[src/rtl/adc_frame_sync_pkg.sv]
// Shared types and helpers for the ADC frame synchroniser.
// Holds the frame FSM state type, the overrun counter width and the word offset helper.
package adc_sync_pkg;

    typedef enum logic {
        IDLE,
        ARMED
    } state_t;

    localparam int OVR_CNT_W = 16;

    // Bit offset of channel word (adc, ch) inside the packed channel bus.
    function automatic int word_lsb(input int adc, input int ch, input int num_ch, input int data_w);
        return (adc * num_ch + ch) * data_w;
    endfunction

endpackage

[src/rtl/adc_frame_sync_if.sv]
// Channel/tick bundle between the DoutReader side and the frame synchroniser.
// The master modport drives the ADC ticks, data and clear; the slave modport drives the frame outputs.
interface adc_frame_sync_if #(
    parameter int NUM_ADC = 2,
    parameter int NUM_CH  = 8,
    parameter int DATA_W  = 32,
    parameter int CNT_W   = 32
);
    import adc_sync_pkg::*;

    logic [NUM_ADC-1:0]                tick_i;
    logic [NUM_ADC*NUM_CH*DATA_W-1:0]  data_i;
    logic                              clear_i;
    logic                              tick_o;
    logic [NUM_ADC*NUM_CH*DATA_W-1:0]  data_o;
    logic [NUM_ADC-1:0]                missing_o;
    logic [NUM_ADC-1:0]                late_o;
    logic                              overrun_o;
    logic [OVR_CNT_W-1:0]              overrun_cnt_o;
    logic                              stale_o;
    logic [CNT_W-1:0]                  frame_cnt_o;

    modport master (
        output tick_i, data_i, clear_i,
        input  tick_o, data_o, missing_o, late_o, overrun_o, overrun_cnt_o, stale_o, frame_cnt_o
    );

    modport slave (
        input  tick_i, data_i, clear_i,
        output tick_o, data_o, missing_o, late_o, overrun_o, overrun_cnt_o, stale_o, frame_cnt_o
    );

endinterface

[src/rtl/adc_frame_sync_timer.sv]
// Retriggerable frame delay timer: start arms it, expire is high in its last armed cycle.
// count reads 0 in the cycle after start, so the registered master tick lands DELAY cycles after start.
module frame_delay_timer
    import adc_sync_pkg::*;
#(
    parameter  int DELAY = 100,
    localparam int CW    = $clog2(DELAY)
) (
    input  logic          clk_i,
    input  logic          reset_i,
    input  logic          start,
    output logic          armed,
    output logic          expire,
    output logic [CW-1:0] count
);

    localparam logic [CW-1:0] LAST = CW'(DELAY - 2);

    state_t state;

    assign armed  = (state == ARMED);
    assign expire = armed && (count == LAST);

    // A start always wins: it restarts an armed frame and re-arms on the expiry cycle.
    always_ff @(posedge clk_i) begin
        if (reset_i) begin
            state <= IDLE;
            count <= '0;
        end else if (start) begin
            state <= ARMED;
            count <= '0;
        end else if (expire) begin
            state <= IDLE;
            count <= '0;
        end else if (armed) begin
            count <= count + 1'b1;
        end
    end

endmodule

[src/rtl/adc_frame_sync.sv]
// Master tick generator: emits one coherent multi-ADC frame DELAY cycles after the primary tick,
// tracking secondary alignment, overruns and a stale-primary watchdog.
module adc_frame_sync
    import adc_sync_pkg::*;
#(
    parameter int NUM_ADC = 2,
    parameter int NUM_CH  = 8,
    parameter int DATA_W  = 32,
    parameter int DELAY   = 100,
    parameter int WINDOW  = 50,
    parameter int TIMEOUT = 4096,
    parameter int CNT_W   = 32
) (
    input  logic            clk_i,
    input  logic            reset_i,
    adc_frame_sync_if.slave bus
);

    localparam int CW   = $clog2(DELAY);
    localparam int WDW  = $clog2(TIMEOUT + 1);
    localparam int TOTW = NUM_ADC * NUM_CH * DATA_W;

    logic                 armed;
    logic                 expire;
    logic [CW-1:0]        count;

    logic [NUM_ADC-1:0]   arrival;
    logic [NUM_ADC-1:0]   pending;
    logic [NUM_ADC-1:0]   hit;
    logic [NUM_ADC-1:0]   late_set;
    logic [NUM_ADC-1:0]   frame_mask;
    logic                 overrun_evt;
    logic [NUM_ADC-1:0]   late_next;
    logic                 overrun_next;
    logic [OVR_CNT_W-1:0] ovr_cnt_next;
    logic [WDW-1:0]       wd_next;

    logic                 tick_q;
    logic [TOTW-1:0]      data_q;
    logic [NUM_ADC-1:0]   missing_q;
    logic [NUM_ADC-1:0]   late_q;
    logic                 overrun_q;
    logic [OVR_CNT_W-1:0] ovr_cnt_q;
    logic                 stale_q;
    logic [CNT_W-1:0]     frame_cnt_q;
    logic [WDW-1:0]       wd_q;

    frame_delay_timer #(.DELAY(DELAY)) u_timer (
        .clk_i  (clk_i),
        .reset_i(reset_i),
        .start  (bus.tick_i[0]),
        .armed  (armed),
        .expire (expire),
        .count  (count)
    );

    always_comb begin
        // NOTE: every signal gets a default before any branch, so no path leaves one unassigned.
        hit         = '0;
        late_set    = '0;
        pending     = bus.tick_i & ~arrival;
        pending[0]  = 1'b0;
        overrun_evt = armed && !expire && bus.tick_i[0];

        // Secondary ticks only count against a frame that is not being restarted.
        if (armed && !overrun_evt) begin
            if (count < CW'(WINDOW)) hit = pending;
            else                     late_set = pending;
        end
        frame_mask = arrival | hit;

        late_next    = (bus.clear_i ? '0 : late_q) | late_set;
        overrun_next = (bus.clear_i ? 1'b0 : overrun_q) | overrun_evt;
        ovr_cnt_next = bus.clear_i ? '0 : ovr_cnt_q;
        if (overrun_evt && ovr_cnt_next != '1) ovr_cnt_next = ovr_cnt_next + 1'b1;

        if (bus.tick_i[0])              wd_next = '0;
        else if (wd_q == WDW'(TIMEOUT)) wd_next = wd_q;
        else                            wd_next = wd_q + 1'b1;
    end

    always_ff @(posedge clk_i) begin
        if (reset_i) begin
            // NOTE: the wide snapshot is reset as well, because every output must read zero after reset.
            tick_q      <= 1'b0;
            data_q      <= '0;
            missing_q   <= '0;
            late_q      <= '0;
            overrun_q   <= 1'b0;
            ovr_cnt_q   <= '0;
            stale_q     <= 1'b0;
            frame_cnt_q <= '0;
            wd_q        <= '0;
            arrival     <= '0;
        end else begin
            tick_q <= expire;
            if (expire) begin
                for (int a = 0; a < NUM_ADC; a++) begin
                    for (int c = 0; c < NUM_CH; c++) begin
                        data_q[word_lsb(a, c, NUM_CH, DATA_W) +: DATA_W] <=
                            bus.data_i[word_lsb(a, c, NUM_CH, DATA_W) +: DATA_W];
                    end
                end
                missing_q   <= ~frame_mask & ~NUM_ADC'(1);
                frame_cnt_q <= frame_cnt_q + 1'b1;
            end
            // A primary tick (new, restarted or back-to-back frame) re-seeds the arrival mask.
            arrival   <= bus.tick_i[0] ? bus.tick_i : frame_mask;
            late_q    <= late_next;
            overrun_q <= overrun_next;
            ovr_cnt_q <= ovr_cnt_next;
            wd_q      <= wd_next;
            stale_q   <= (wd_next == WDW'(TIMEOUT));
        end
    end

    assign bus.tick_o        = tick_q;
    assign bus.data_o        = data_q;
    assign bus.missing_o     = missing_q;
    assign bus.late_o        = late_q;
    assign bus.overrun_o     = overrun_q;
    assign bus.overrun_cnt_o = ovr_cnt_q;
    assign bus.stale_o       = stale_q;
    assign bus.frame_cnt_o   = frame_cnt_q;

endmodule
[src/flat_wrapper.sv]
// flat-port wrapper written by rule: the top's interface ports become plain ports
module adc_frame_sync_flat import adc_sync_pkg::*;
#(
    parameter int NUM_ADC = 2,
    parameter int NUM_CH  = 8,
    parameter int DATA_W  = 32,
    parameter int DELAY   = 100,
    parameter int WINDOW  = 50,
    parameter int TIMEOUT = 4096,
    parameter int CNT_W   = 32
)
  (clk_i, reset_i, bus_tick_i, bus_data_i, bus_clear_i, bus_tick_o, bus_data_o, bus_missing_o, bus_late_o, bus_overrun_o, bus_overrun_cnt_o, bus_stale_o, bus_frame_cnt_o);
  adc_frame_sync_if #(.NUM_ADC(NUM_ADC), .NUM_CH(NUM_CH), .DATA_W(DATA_W), .CNT_W(CNT_W)) bus_i ();
  input  logic clk_i;
  input  logic reset_i;
  input wire logic [$bits(bus_i.tick_i)-1:0] bus_tick_i;
  input wire logic [$bits(bus_i.data_i)-1:0] bus_data_i;
  input wire logic [$bits(bus_i.clear_i)-1:0] bus_clear_i;
  output wire logic [$bits(bus_i.tick_o)-1:0] bus_tick_o;
  output wire logic [$bits(bus_i.data_o)-1:0] bus_data_o;
  output wire logic [$bits(bus_i.missing_o)-1:0] bus_missing_o;
  output wire logic [$bits(bus_i.late_o)-1:0] bus_late_o;
  output wire logic [$bits(bus_i.overrun_o)-1:0] bus_overrun_o;
  output wire logic [$bits(bus_i.overrun_cnt_o)-1:0] bus_overrun_cnt_o;
  output wire logic [$bits(bus_i.stale_o)-1:0] bus_stale_o;
  output wire logic [$bits(bus_i.frame_cnt_o)-1:0] bus_frame_cnt_o;
  assign bus_i.tick_i = bus_tick_i;
  assign bus_i.data_i = bus_data_i;
  assign bus_i.clear_i = bus_clear_i;
  assign bus_tick_o = bus_i.tick_o;
  assign bus_data_o = bus_i.data_o;
  assign bus_missing_o = bus_i.missing_o;
  assign bus_late_o = bus_i.late_o;
  assign bus_overrun_o = bus_i.overrun_o;
  assign bus_overrun_cnt_o = bus_i.overrun_cnt_o;
  assign bus_stale_o = bus_i.stale_o;
  assign bus_frame_cnt_o = bus_i.frame_cnt_o;
  adc_frame_sync #(.NUM_ADC(NUM_ADC), .NUM_CH(NUM_CH), .DATA_W(DATA_W), .DELAY(DELAY), .WINDOW(WINDOW), .TIMEOUT(TIMEOUT), .CNT_W(CNT_W)) u_core (.clk_i(clk_i), .reset_i(reset_i), .bus(bus_i));
endmodule
[config.mk]
export PLATFORM = sky130hd
export DESIGN_NAME = adc_frame_sync_flat
export DESIGN_NICKNAME = d
export VERILOG_FILES = /design/src/rtl/adc_frame_sync_pkg.sv /design/src/rtl/adc_frame_sync_if.sv /design/src/rtl/adc_frame_sync_timer.sv /design/src/rtl/adc_frame_sync.sv /design/src/flat_wrapper.sv
export SDC_FILE = /design/constraint.sdc
export NUM_CORES = 1
export LEC_CHECK = 0
export BUFFER_PORTS_ARGS = -buffer_cell sky130_fd_sc_hd__buf_2
export CAP_MARGIN = 20
export CORE_AREA = 2 2 416 418
export DETAILED_ROUTE_END_ITERATION = 6
export DIE_AREA = 0 0 418 420
export GPL_ROUTABILITY_DRIVEN = 0
export PLACE_DENSITY = 0.39
export SYNTH_ARGS = -nofsm -noshare
export SYNTH_HDL_FRONTEND = slang
export SYNTH_HIERARCHICAL = 1
export SYNTH_SLANG_ARGS = --single-unit
[constraint.sdc]
create_clock -name clk_i -period 3.4 [get_ports clk_i]
set_clock_uncertainty 0.2 [all_clocks]
set_input_delay 0.17 -clock clk_i [delete_from_list [all_inputs] [get_ports clk_i]]
set_output_delay 0.17 -clock clk_i [all_outputs]
set_load 0.05 [all_outputs]
==> flow_metrics.tcl, run 1 <==
set metrics [dict create \
    drc 0 \
    rr_endpoint "u_core/bus.data_o[137]" \
    rsz0062_at_grt "false" \
    fin_ws_ns 0.219 \
    fin_setup_tns_ns 0 \
    hold_depth 4 \
    hold_violations 0 \
    worstMarginPinSlew_ns 0.748 \
    dr.pass1.iters 5 \
    netlist_area_sq_um 21400 \
    wl_mm 119 \
    worstPathArrival_ns 3.54 \
    die_height_microns 420 \
    cts_tree "built" \
    r2r_slack_ns 0.22 \
    fin_area_sq_um 41400 \
    path_clk_slew_ns 0.06 \
    leakagePower_nw 17.8 \
    post_cts_buffers 0 \
    drtIter0Drc 1082 \
    syn_to_final_growth_pct 93.8 \
    status "completed" \
    h-tree-depth 3 \
    hold_end "u_core/bus.data_o[199]" \
    place_area_sq_um 29400 \
    grt_max_degree 129 \
    insertion_delay_ns 0.69 \
    ir_drop_mv 0.336 \
    r2r_cells 8 \
    worstSetupStartpointType "flop" \
    viasPerCell 3.53 \
    slew_headroom_pct 50.1 \
    crit_required_ns 3.76 \
    register_area_sq_um 11800 \
    postSynth.asyncResetShare_pct 0 \
    rows 152 \
    nFillCells 18400 \
    period_share_pct 93.6 \
    holdCritStartpoint "bus_data_i[199]" \
    place_worst_setup_slack_ns 0.672 \
    hold_path_class "input port to flop" \
    clock-root-buffer "clkbuf_16" \
    cts_num_sinks 587 \
    grt_pass1_vias 23000 \
    die_area_sq_um 176000 \
    synth_seq_cells 587 \
    synthTopCellsByArea "dfxtp_1 (55%), mux2i_1 (24%), nor2_1 (10%), xnor2_1 (1.4%), clkbuf_1 (1.3%)" \
    cap_violations 0 \
    final_util_pct 24.2 \
    syn-mean-instance-area_sq_um 10.3 \
    post_drt_wl_per_cell_microns 18.8 \
    antenna_found_initial 29 \
    seq_area_frac_synth_pct 55.0 \
    crit_path_end_kind "flop" \
    syn-instance-count 2076 \
    chipWidth_microns 418 \
    grt_usage_pct 12.8 \
    hpwl_mm 89.5 \
    nets 4574 \
    initial_core_util_pct 12.5 \
    setup_violations 0 \
    drtAntennaViolNets 0 \
    num_vias 22500 \
    timing.rr.start "u_core/u_timer/count[1]" \
    synth_top_flop_cell "dfxtp_1" \
    fmax_mhz 314 \
    power.density_nw_per_um2 414 \
    ios 1084 \
    multiInputGateArea_sq_um 9020 \
    layout_min_cycle_time_ns 3.18 \
    core_sq_um 171000 \
    grt_pass1_wl_mm 163 \
    critical_path_class "flop to flop" \
    synth_top_cell_area_share_pct 55.0 \
    yosys.area.top_type "dfxtp_1" \
    synth_edf_count 0 \
    grt.overflow.total 0 \
    synth.distinct_cells 49 \
    drv_slew 0 \
    cts_buffer_depth 3 \
    yosysWarnings 6 \
    cp_max_fo 34 \
    cts_buffers 78 \
    port_buffers 1081 \
    drive_above_1_share_pct 30.6 \
]
where the power goes:
part / internal (mW) / switching, mW
Clock: 5.33 / 3.56
Sequential: 6.88 / 0.00548
Combinational: 0.843 / 0.499
layer usage:
layer  track usage, %  wire [microns]  vias up
li1                 -               -    10900
met1             14.6           47700    10700
met2             22.1           59600      689
met3             4.27            8990      173
met4             4.55            2920        4
met5            0.611             159        -
registers in the layout, summed over array words and instances (netlist names):
signal,count
u_core/bus.frame_cnt_o,32
u_core/u_timer/count,7
u_core/bus.overrun_o,1
u_core/wd_q,13
u_core/u_timer/armed,1
u_core/bus.missing_o,1
u_core/bus.data_o,512
u_core/arrival,1
u_core/bus.stale_o,1
u_core/bus.tick_o,1
u_core/bus.late_o,1
u_core/bus.overrun_cnt_o,16
worst max-delay path by stage:
stage,from,cells after the start,slack (ns),end
2_1_floorplan,u_core/u_timer/count[0],11,0.74,u_core/bus.overrun_cnt_o[15]
3_3_place_gp,u_core/u_timer/count[0],8,0.66,u_core/bus.data_o[324]
3_5_place_dp,u_core/u_timer/count[0],8,0.67,u_core/bus.data_o[283]
4_1_cts,u_core/u_timer/count[0],9,0.11,u_core/bus.data_o[283]
5_1_grt,u_core/u_timer/count[1],8,0.004,u_core/bus.data_o[137]
6_report,u_core/u_timer/count[1],8,0.22,u_core/bus.data_o[137]
synthesized netlist by cell type (8+ instances only):
master,instances
a21oi_1,18
and3_1,8
buf_1,55
clkbuf_1,72
dfxtp_1,587
inv_1,15
mux2i_1,517
nand2_1,27
nand3_1,21
nand4_1,15
nor2_1,580
nor3_1,16
nor4_1,10
o21ai_0,9
or3_1,9
xnor2_1,33
xor2_1,19
worst max-delay path, cell delays in order (launching register included):
cell	delay (ns)
dfxtp_1	0.41
ha_1	0.18
nand4b_1	0.25
nor2_4	0.32
buf_12	0.29
buf_4	0.39
mux2i_1	0.25
nor2_1	0.09
dlygate4sd3_1	0.61
through the flow:
step | std cells | hold WS, ns | power [mW]
finish | 6360 | 0.0675 | 17.1
global route | 6356 | 0.0467 | 17.8
CTS | 6342 | 0.0000280 | 17.4
detailed placement | 5289 | 0.210 | 7.64
global placement | 5289 | 0.203 | 7.65
floorplan | 2077 | 0.0391 | 7.19
area by class of cell:
type                            count  area share, %
Antenna cell                       17          0.103
Clock buffer                      108           5.43
Clock inverter                     31           1.17
Inverter                           15          0.136
Multi-Input combinational cell   1340           21.8
Sequential cell                   587           28.4
Tap cell                         2233           6.75
Timing Repair Buffer             2029           36.2
kinds of logic (layout without fill, tap and decap cells):
family	count (synthesis)	count (layout)	synth area share (%)
and+or+nand+nor	719	719	14.0
DFF	587	587	55.0
muxes	519	519	24.3
buffers and inverters	150	2183	2.81
xor gates and xnor gates	52	52	2.13
AOI/OAI and AO/OA	42	42	1.32
adders and majority gates	6	6	0.351
other	1	19	0.0176
placed cells by master, fill, tap and decap left out, drive strengths merged, types with 3 or more instances in the layout:
cell type    Yosys  final
a21oi           18     18
a31oi            3      3
and2             4      4
and2b            4      4
and3             8      8
and4             6      6
and4b            3      3
buf             63   1114
bufinv           0      9
clkbuf          72    109
clkinv           0     15
clkinvlp         0      4
dfxtp          587    587
diode            0     17
dlygate4sd3      0    914
ha               6      6
inv             15     18
mux2i          517    517
nand2           27     27
nand3           21     21
nand4           16     16
nor2           580    580
nor2b            6      6
nor3            16     16
nor4            10     10
o21ai           10     10
or3              9      9
xnor2           33     33
xor2            19     19
timing repair:
| item | in CTS | in global routing |
|---|---|---|
| setup endpoints to repair | 0 | 25 |
| endpoints found under the hold margin | 584 | 0 |
| resized for setup | 0 | 1 |
| hold buffers | 914 | 0 |
No activity file was read; power rests on OpenSTA's default activity.
==> run 2: changes to the inputs <==
--- a/config.mk
+++ b/config.mk
@@ -7,9 +7,10 @@
 export LEC_CHECK = 0
 export BUFFER_PORTS_ARGS = -buffer_cell sky130_fd_sc_hd__buf_2
 export CAP_MARGIN = 20
-export CORE_AREA = 2 2 416 418
+export CORE_AREA = 2 2 424 426
+export CTS_BUF_LIST = sky130_fd_sc_hd__clkbuf_8
 export DETAILED_ROUTE_END_ITERATION = 6
-export DIE_AREA = 0 0 418 420
+export DIE_AREA = 0 0 426 428
 export GPL_ROUTABILITY_DRIVEN = 0
 export PLACE_DENSITY = 0.39
 export SYNTH_ARGS = -nofsm -noshare
==> constraint.sdc (replaced) <==
create_clock -name clk_i -period 3.4 [get_ports clk_i]
set_clock_uncertainty 0.2 [all_clocks]
set_input_delay 0.17 -clock clk_i [delete_from_list [all_inputs] [get_ports clk_i]]
set_output_delay 0.17 -clock clk_i [all_outputs]
set_load 0.01 [all_outputs]
==> flow_metrics.tcl, run 2 <==
set metrics [dict create \
    synth.distinct_cells 49 \
    cts_num_sinks 587 \
    cts_resized 0 \
    seq_area_frac_synth_pct 55.0 \
    synth_edf_count 0 \
    yosysWarnings 6 \
    cts_hold_buf 1124 \
    synth_top_flop_cell "dfxtp_1" \
    port_buffers 1081 \
    status "did not finish" \
    yosysMostFrequentCell "dfxtp_1" \
    die_height_microns 428 \
    rows 155 \
    post_cts_buffers 0 \
    clock-root-buffer "clkbuf_8" \
    chipWidth_microns 426 \
    synth_top_cell_area_share_pct 55.0 \
    synthTopCellsByArea "dfxtp_1 (55%), mux2i_1 (24%), nor2_1 (10%), xnor2_1 (1.4%), clkbuf_1 (1.3%)" \
    cts_buffer_depth 3 \
    initial_core_util_pct 12.0 \
    postSynth.asyncResetShare_pct 0 \
    yosys.area.top_type "dfxtp_1" \
    haltStage "clock tree synthesis" \
    syn-instance-count 2076 \
    synth_commonest_cells "dfxtp_1 (587), nor2_1 (580), mux2i_1 (517), clkbuf_1 (72), buf_1 (55)" \
    ios 1084 \
    error "[ERROR RSZ-0060] Max buffer count reached." \
    netlist_area_sq_um 21400 \
    cts_buffers 115 \
    hpwl_mm 91.7 \
    h-tree-depth 3 \
    synth_seq_cells 587 \
    syn-mean-instance-area_sq_um 10.3 \
]
[run 2: cell counts after synthesis]
No cell type changed its count.
[run 2: per-stage QoR]
step / area [sq um] / hold slack, ns / std cells / setup WS [ns]
2_1_floorplan: 21400 / 0.0391 / 2077 / 0.765
3_3_place_gp: 29500 / 0.203 / 5404 / 0.455
3_5_place_dp: 29500 / 0.210 / 5404 / 0.419
[run 2: logic make-up after synthesis]
group | count (synthesis) | synth area share [%]
and+or+nand+nor | 719 | 14.0
DFF | 587 | 55.0
muxes | 519 | 24.3
buffers and inverters | 150 | 2.81
xor gates and xnor gates | 52 | 2.13
AOI/OAI and AO/OA | 42 | 1.32
adders and majority gates | 6 | 0.351
other | 1 | 0.0176
==> run 3: changes to the inputs <==
--- a/config.mk
+++ b/config.mk
@@ -7,12 +7,11 @@
 export LEC_CHECK = 0
 export BUFFER_PORTS_ARGS = -buffer_cell sky130_fd_sc_hd__buf_2
 export CAP_MARGIN = 20
-export CORE_AREA = 2 2 424 426
-export CTS_BUF_LIST = sky130_fd_sc_hd__clkbuf_8
+export CORE_AREA = 2 2 421 423
 export DETAILED_ROUTE_END_ITERATION = 6
-export DIE_AREA = 0 0 426 428
+export DIE_AREA = 0 0 423 425
 export GPL_ROUTABILITY_DRIVEN = 0
-export PLACE_DENSITY = 0.39
+export PLACE_DENSITY_LB_ADDON = 0.15
 export SYNTH_ARGS = -nofsm -noshare
 export SYNTH_HDL_FRONTEND = slang
 export SYNTH_HIERARCHICAL = 1
==> flow_metrics.tcl, run 3 (synthesized netlist as in run 1, its figures left out) <==
set metrics [dict create \
    grt_pass1_vias 22500 \
    h-tree-depth 3 \
    power.internal_mw 12.7 \
    ios 1084 \
    power.density_nw_per_um2 413 \
    path_clk_slew_ns 0.06 \
    nets 4502 \
    die_height_microns 425 \
    hold_violations 0 \
    cts_num_sinks 587 \
    place_worst_setup_slack_ns 0.600 \
    drc 0 \
    drv_slew 0 \
    rsz0062_at_grt "false" \
    p_seq_share_pct 41.1 \
    crit_required_ns 3.77 \
    layout_min_cycle_time_ns 3.17 \
    grt_pass1_wl_mm 161 \
    hpwl_mm 87.3 \
    path_cells "ha_1, nand4b_1, nor2_4, buf_4, buf_16, mux2i_1, nor2_1, dlygate4sd3_1" \
    viasPerCell 3.44 \
    critical_path_class "flop to flop" \
    worstSetupStartpointType "flop" \
    status "completed" \
    syn_to_final_growth_pct 90.1 \
    cts_buffer_depth 3 \
    cts_tree "built" \
    slew_headroom_pct 42.4 \
    cp.depth 8 \
    largest_register_ffs 512 \
    clock-root-buffer "clkbuf_16" \
    insertion_delay_ns 0.71 \
    cpPeakStageDelay_ns 0.58 \
    port_buffers 1081 \
    period_share_pct 93.2 \
    p_switching_mw 4.12 \
    leakagePower_nw 17.1 \
    crit_family "buffers and inverters" \
    num_vias 21900 \
    drtIter0Drc 841 \
    drtAntennaViolNets 0 \
    setup_violations 0 \
    p_clk_share_pct 51.3 \
    sw_frac_of_total_pct 24.5 \
    fin_setup_tns_ns 0 \
    path_buf_inv 3 \
    hold_depth 4 \
    layout.cells.non_filler 6388 \
    ir_drop_mv 0.319 \
    cts_buffers 83 \
    post_cts_buffers 0 \
    most-common-layout-cells "buf_2 (1080), dlygate4sd3_1 (846), dfxtp_1 (587)" \
    slowest_stage "dlygate4sd3_1" \
    grt_usage_pct 12.4 \
    grt.overflow.total 0 \
    chipWidth_microns 423 \
    core_sq_um 175000 \
    cap_violations 0 \
    dr.pass1.iters 5 \
    dpl.cell_count 5386 \
    grt_max_degree 105 \
    r2r_cells 8 \
    wl_mm 118 \
    crit_path_end_kind "flop" \
    worstPathArrival_ns 3.54 \
    post_drt_wl_per_cell_microns 18.4 \
    initial_core_util_pct 12.2 \
    fmax_mhz 315 \
    cp_max_fo 44 \
    rows 154 \
    antenna_found_initial 24 \
    comb_power_share_pct 7.7 \
    final_common_cell "buf_2" \
    worstMarginPinSlew_ns 0.864 \
    die_area_sq_um 180000 \
    hold_path_class "input port to flop" \
    fin_ws_ns 0.230 \
    drive_above_1_share_pct 30.6 \
]
==> run 3: path summary, 6_finish.rpt <==
| check | startpoint | end | slack (ns) |
|---|---|---|---|
| setup reg to reg | u_core/u_timer/count[1] | u_core/bus.data_o[277] | 0.23 |
| hold reg to reg | u_core/bus.data_o[83] | u_core/bus.data_o[83] | 0.28 |
| hold / removal | bus_data_i[209] | u_core/bus.data_o[209] | 0.08 |
| setup / recovery | u_core/u_timer/count[1] | u_core/bus.data_o[277] | 0.23 |
==> run 3: repair_timing <==
action	in CTS	in global routing
endpoints found under the setup margin	0	48
resized for setup	0	4
hold buffers	846	0
endpoints found under the hold margin	564	0
==> run 3: final cells by class <==
| class | instances | area (sq um) |
|---|---|---|
| repair buffers | 1952 | 14200 |
| fillers | 19400 | 135000 |
| well taps | 2340 | 2930 |
| clock buffers | 123 | 2350 |
| multi-input cells | 1340 | 9020 |
| diodes | 12 | 30.0 |
| flip-flops and latches | 587 | 11800 |
| clock inverters | 19 | 234 |
| inverters | 15 | 56.3 |
==> run 3: tightest hold or removal path, delay by kind of cell <==
kind	cells	cell delay, ns
buffers and inverters	2	0.64
AND/OR/NAND/NOR	1	0.07
multiplexers	1	0.05
==> run 3: power groups by stage <==
stage / clock network, mW / logic [mW] / registers [mW]
5_1_grt: 9.26 / 1.38 / 6.89
3_3_place_gp: 0 / 0.546 / 7.04
6_report: 8.61 / 1.29 / 6.89
2_1_floorplan: 0 / 0.138 / 7.04
4_1_cts: 9.03 / 1.30 / 6.89
3_5_place_dp: 0 / 0.543 / 7.04
==> run 3: routing by layer <==
layer | vias to the layer above | part of all wire [%] | track usage [%]
met5 | - | 0.031 | 0
met1 | 10400 | 39 | 14.0
met4 | 6 | 3.9 | 5.07
li1 | 10800 | - | -
met3 | 202 | 7.6 | 4.25
met2 | 620 | 49 | 21.2
==> run 3: metrics by stage <==
stage	power (mW)	hold WS (ns)	cell area (sq um)	util, %
CTS	17.2	0.000149	40500	23.1
finish	16.8	0.0768	40600	23.2
global route	17.5	0.0207	40600	23.2
detailed placement	7.58	0.210	29500	16.8
floorplan	7.18	0.0391	21400	-
global placement	7.59	0.203	29500	16.8
==> run 4: changes to the inputs <==
--- a/config.mk
+++ b/config.mk
@@ -7,9 +7,9 @@
 export LEC_CHECK = 0
 export BUFFER_PORTS_ARGS = -buffer_cell sky130_fd_sc_hd__buf_2
 export CAP_MARGIN = 20
-export CORE_AREA = 2 2 421 423
+export CORE_AREA = 2 2 428 430
 export DETAILED_ROUTE_END_ITERATION = 6
-export DIE_AREA = 0 0 423 425
+export DIE_AREA = 0 0 430 432
 export GPL_ROUTABILITY_DRIVEN = 0
 export PLACE_DENSITY_LB_ADDON = 0.15
 export SYNTH_ARGS = -nofsm -noshare
==> constraint.sdc (replaced) <==
create_clock -name clk_i -period 3.81 [get_ports clk_i]
set_clock_uncertainty 0.2 [all_clocks]
set_input_delay 0.1905 -clock clk_i [delete_from_list [all_inputs] [get_ports clk_i]]
set_output_delay 0.1905 -clock clk_i [all_outputs]
set_load 0.01 [all_outputs]
==> flow_metrics.tcl, run 4 (synthesized netlist as in run 1, its figures left out) <==
set metrics [dict create \
    status "completed" \
    crit_required_ns 4.15 \
    chipWidth_microns 430 \
    hold_path_class "input port to flop" \
    dr.pass1.iters 4 \
    h-tree-depth 3 \
    drive_above_1_share_pct 32.4 \
    initial_core_util_pct 11.8 \
    clock-root-buffer "clkbuf_16" \
    grt.overflow.total 0 \
    cts_tree "built" \
    hold_violations 0 \
    ir_drop_mv 0.262 \
    rsz0062_at_grt "false" \
    place_worst_setup_slack_ns 0.778 \
    layout_min_cycle_time_ns 3.24 \
    grt_usage_pct 12.1 \
    worstPathArrival_ns 3.58 \
    critical_path_class "flop to flop" \
    most-common-layout-cells "buf_2 (1080), dlygate4sd3_1 (651), dfxtp_1 (587)" \
    ios 1084 \
    syn_to_final_growth_pct 81.4 \
    grt_pass1_vias 21600 \
    die_area_sq_um 186000 \
    critPathMostFrequentCell "buf_4" \
    leakagePower_nw 16.3 \
    drv_slew 0 \
    place_area_sq_um 29500 \
    drtAntennaViolNets 0 \
    grt_max_degree 111 \
    nets 4303 \
    period_share_pct 85.0 \
    slowest_stage "buf_4" \
    hpwl_mm 90.7 \
    cts_num_sinks 587 \
    setup_violations 0 \
    rows 157 \
    drc 0 \
    core_sq_um 182000 \
    fin_setup_tns_ns 0 \
    cts_buffer_depth 3 \
    cap_violations 0 \
    insertion_delay_ns 0.69 \
    crit_path_end_kind "flop" \
    path_clk_slew_ns 0.06 \
    slew_headroom_pct 24.5 \
    final_common_cell "buf_2" \
    fmax_mhz 309 \
    cpPeakStageDelay_ns 0.68 \
    antenna_found_initial 41 \
    viasPerCell 3.38 \
    cp_max_fo 46 \
    die_height_microns 432 \
    worstMarginPinSlew_ns 1.13 \
    post_drt_wl_per_cell_microns 18.8 \
    grt_pass1_wl_mm 161 \
    post_cts_buffers 0 \
    largest_register_ffs 512 \
    port_buffers 1081 \
    power.density_nw_per_um2 384 \
    r2r_slack_ns 0.57 \
    worstSetupStartpointType "flop" \
    fin_ws_ns 0.571 \
    fin_area_sq_um 38800 \
    path_cells "ha_1, nand4b_1, nor2_4, buf_4, buf_4, mux2i_1, nor2_1, dlygate4sd3_1" \
    cts_resized 0 \
    wl_mm 117 \
    cts_buffers 80 \
    num_vias 21100 \
    drtIter0Drc 920 \
]
[run 4: path summary, 6_finish.rpt]
kind                                              start  cells after the start                      to
worst min-delay path                    bus_data_i[108]                      4  u_core/bus.data_o[108]
worst max-delay path            u_core/u_timer/count[1]                      8  u_core/bus.data_o[483]
worst min register to register   u_core/bus.data_o[494]                      2  u_core/bus.data_o[494]
worst max register to register  u_core/u_timer/count[1]                      8  u_core/bus.data_o[483]
[run 4: metrics by stage]
step	total power [mW]	hold WS [ns]	utilization, %	instances
after global placement	6.80	0.222	16.3	5432
after floorplan	6.41	0.0596	-	2077
after detailed placement	6.80	0.230	16.3	5432
after global routing	15.6	0.0308	21.3	6234
after CTS	15.3	0.000195	21.3	6230
final	14.9	0.0828	21.3	6240
[run 4: repair_timing]
action / in CTS / in global routing
hold buffers: 651 / 0
endpoints found under the setup margin: 0 / 0
hold endpoints to repair: 558 / 0
[run 4: power breakdown]
group / leakage, nW / internal, mW / switching [mW]
clock: 1.31 / 4.57 / 3.14
sequential: 4.73 / 6.14 / 0.00469
combinational: 10.3 / 0.628 / 0.409
[run 4: cell type report]
cell class / instances / area [sq um]
antenna: 10 / 25.0
clock buffer: 132 / 2510
clock inverter: 15 / 168
fill: 20100 / 143000
inverter: 15 / 56.3
multi-input combinational: 1340 / 9020
sequential: 587 / 11800
tap: 2385 / 2980
timing repair buffer: 1756 / 12200
[run 4: worst max-delay path, delay by kind of cell (launching register included)]
family | cells | cell delay (ns)
adder cells (fa/ha/maj) | 1 | 0.18
buffers and inverters | 3 | 1.49
flip-flops | 1 | 0.40
multiplexers | 1 | 0.26
AND/OR/NAND/NOR | 3 | 0.55
[run 4: per-layer routing]
metal	part of all wire, %	vias to the layer above	GRT usage [%]
met1	40	9874	14.0
met5	0.038	-	0
met4	3.4	8	4.47
met3	7.5	207	4.00
met2	49	632	20.7
li1	-	10400	-
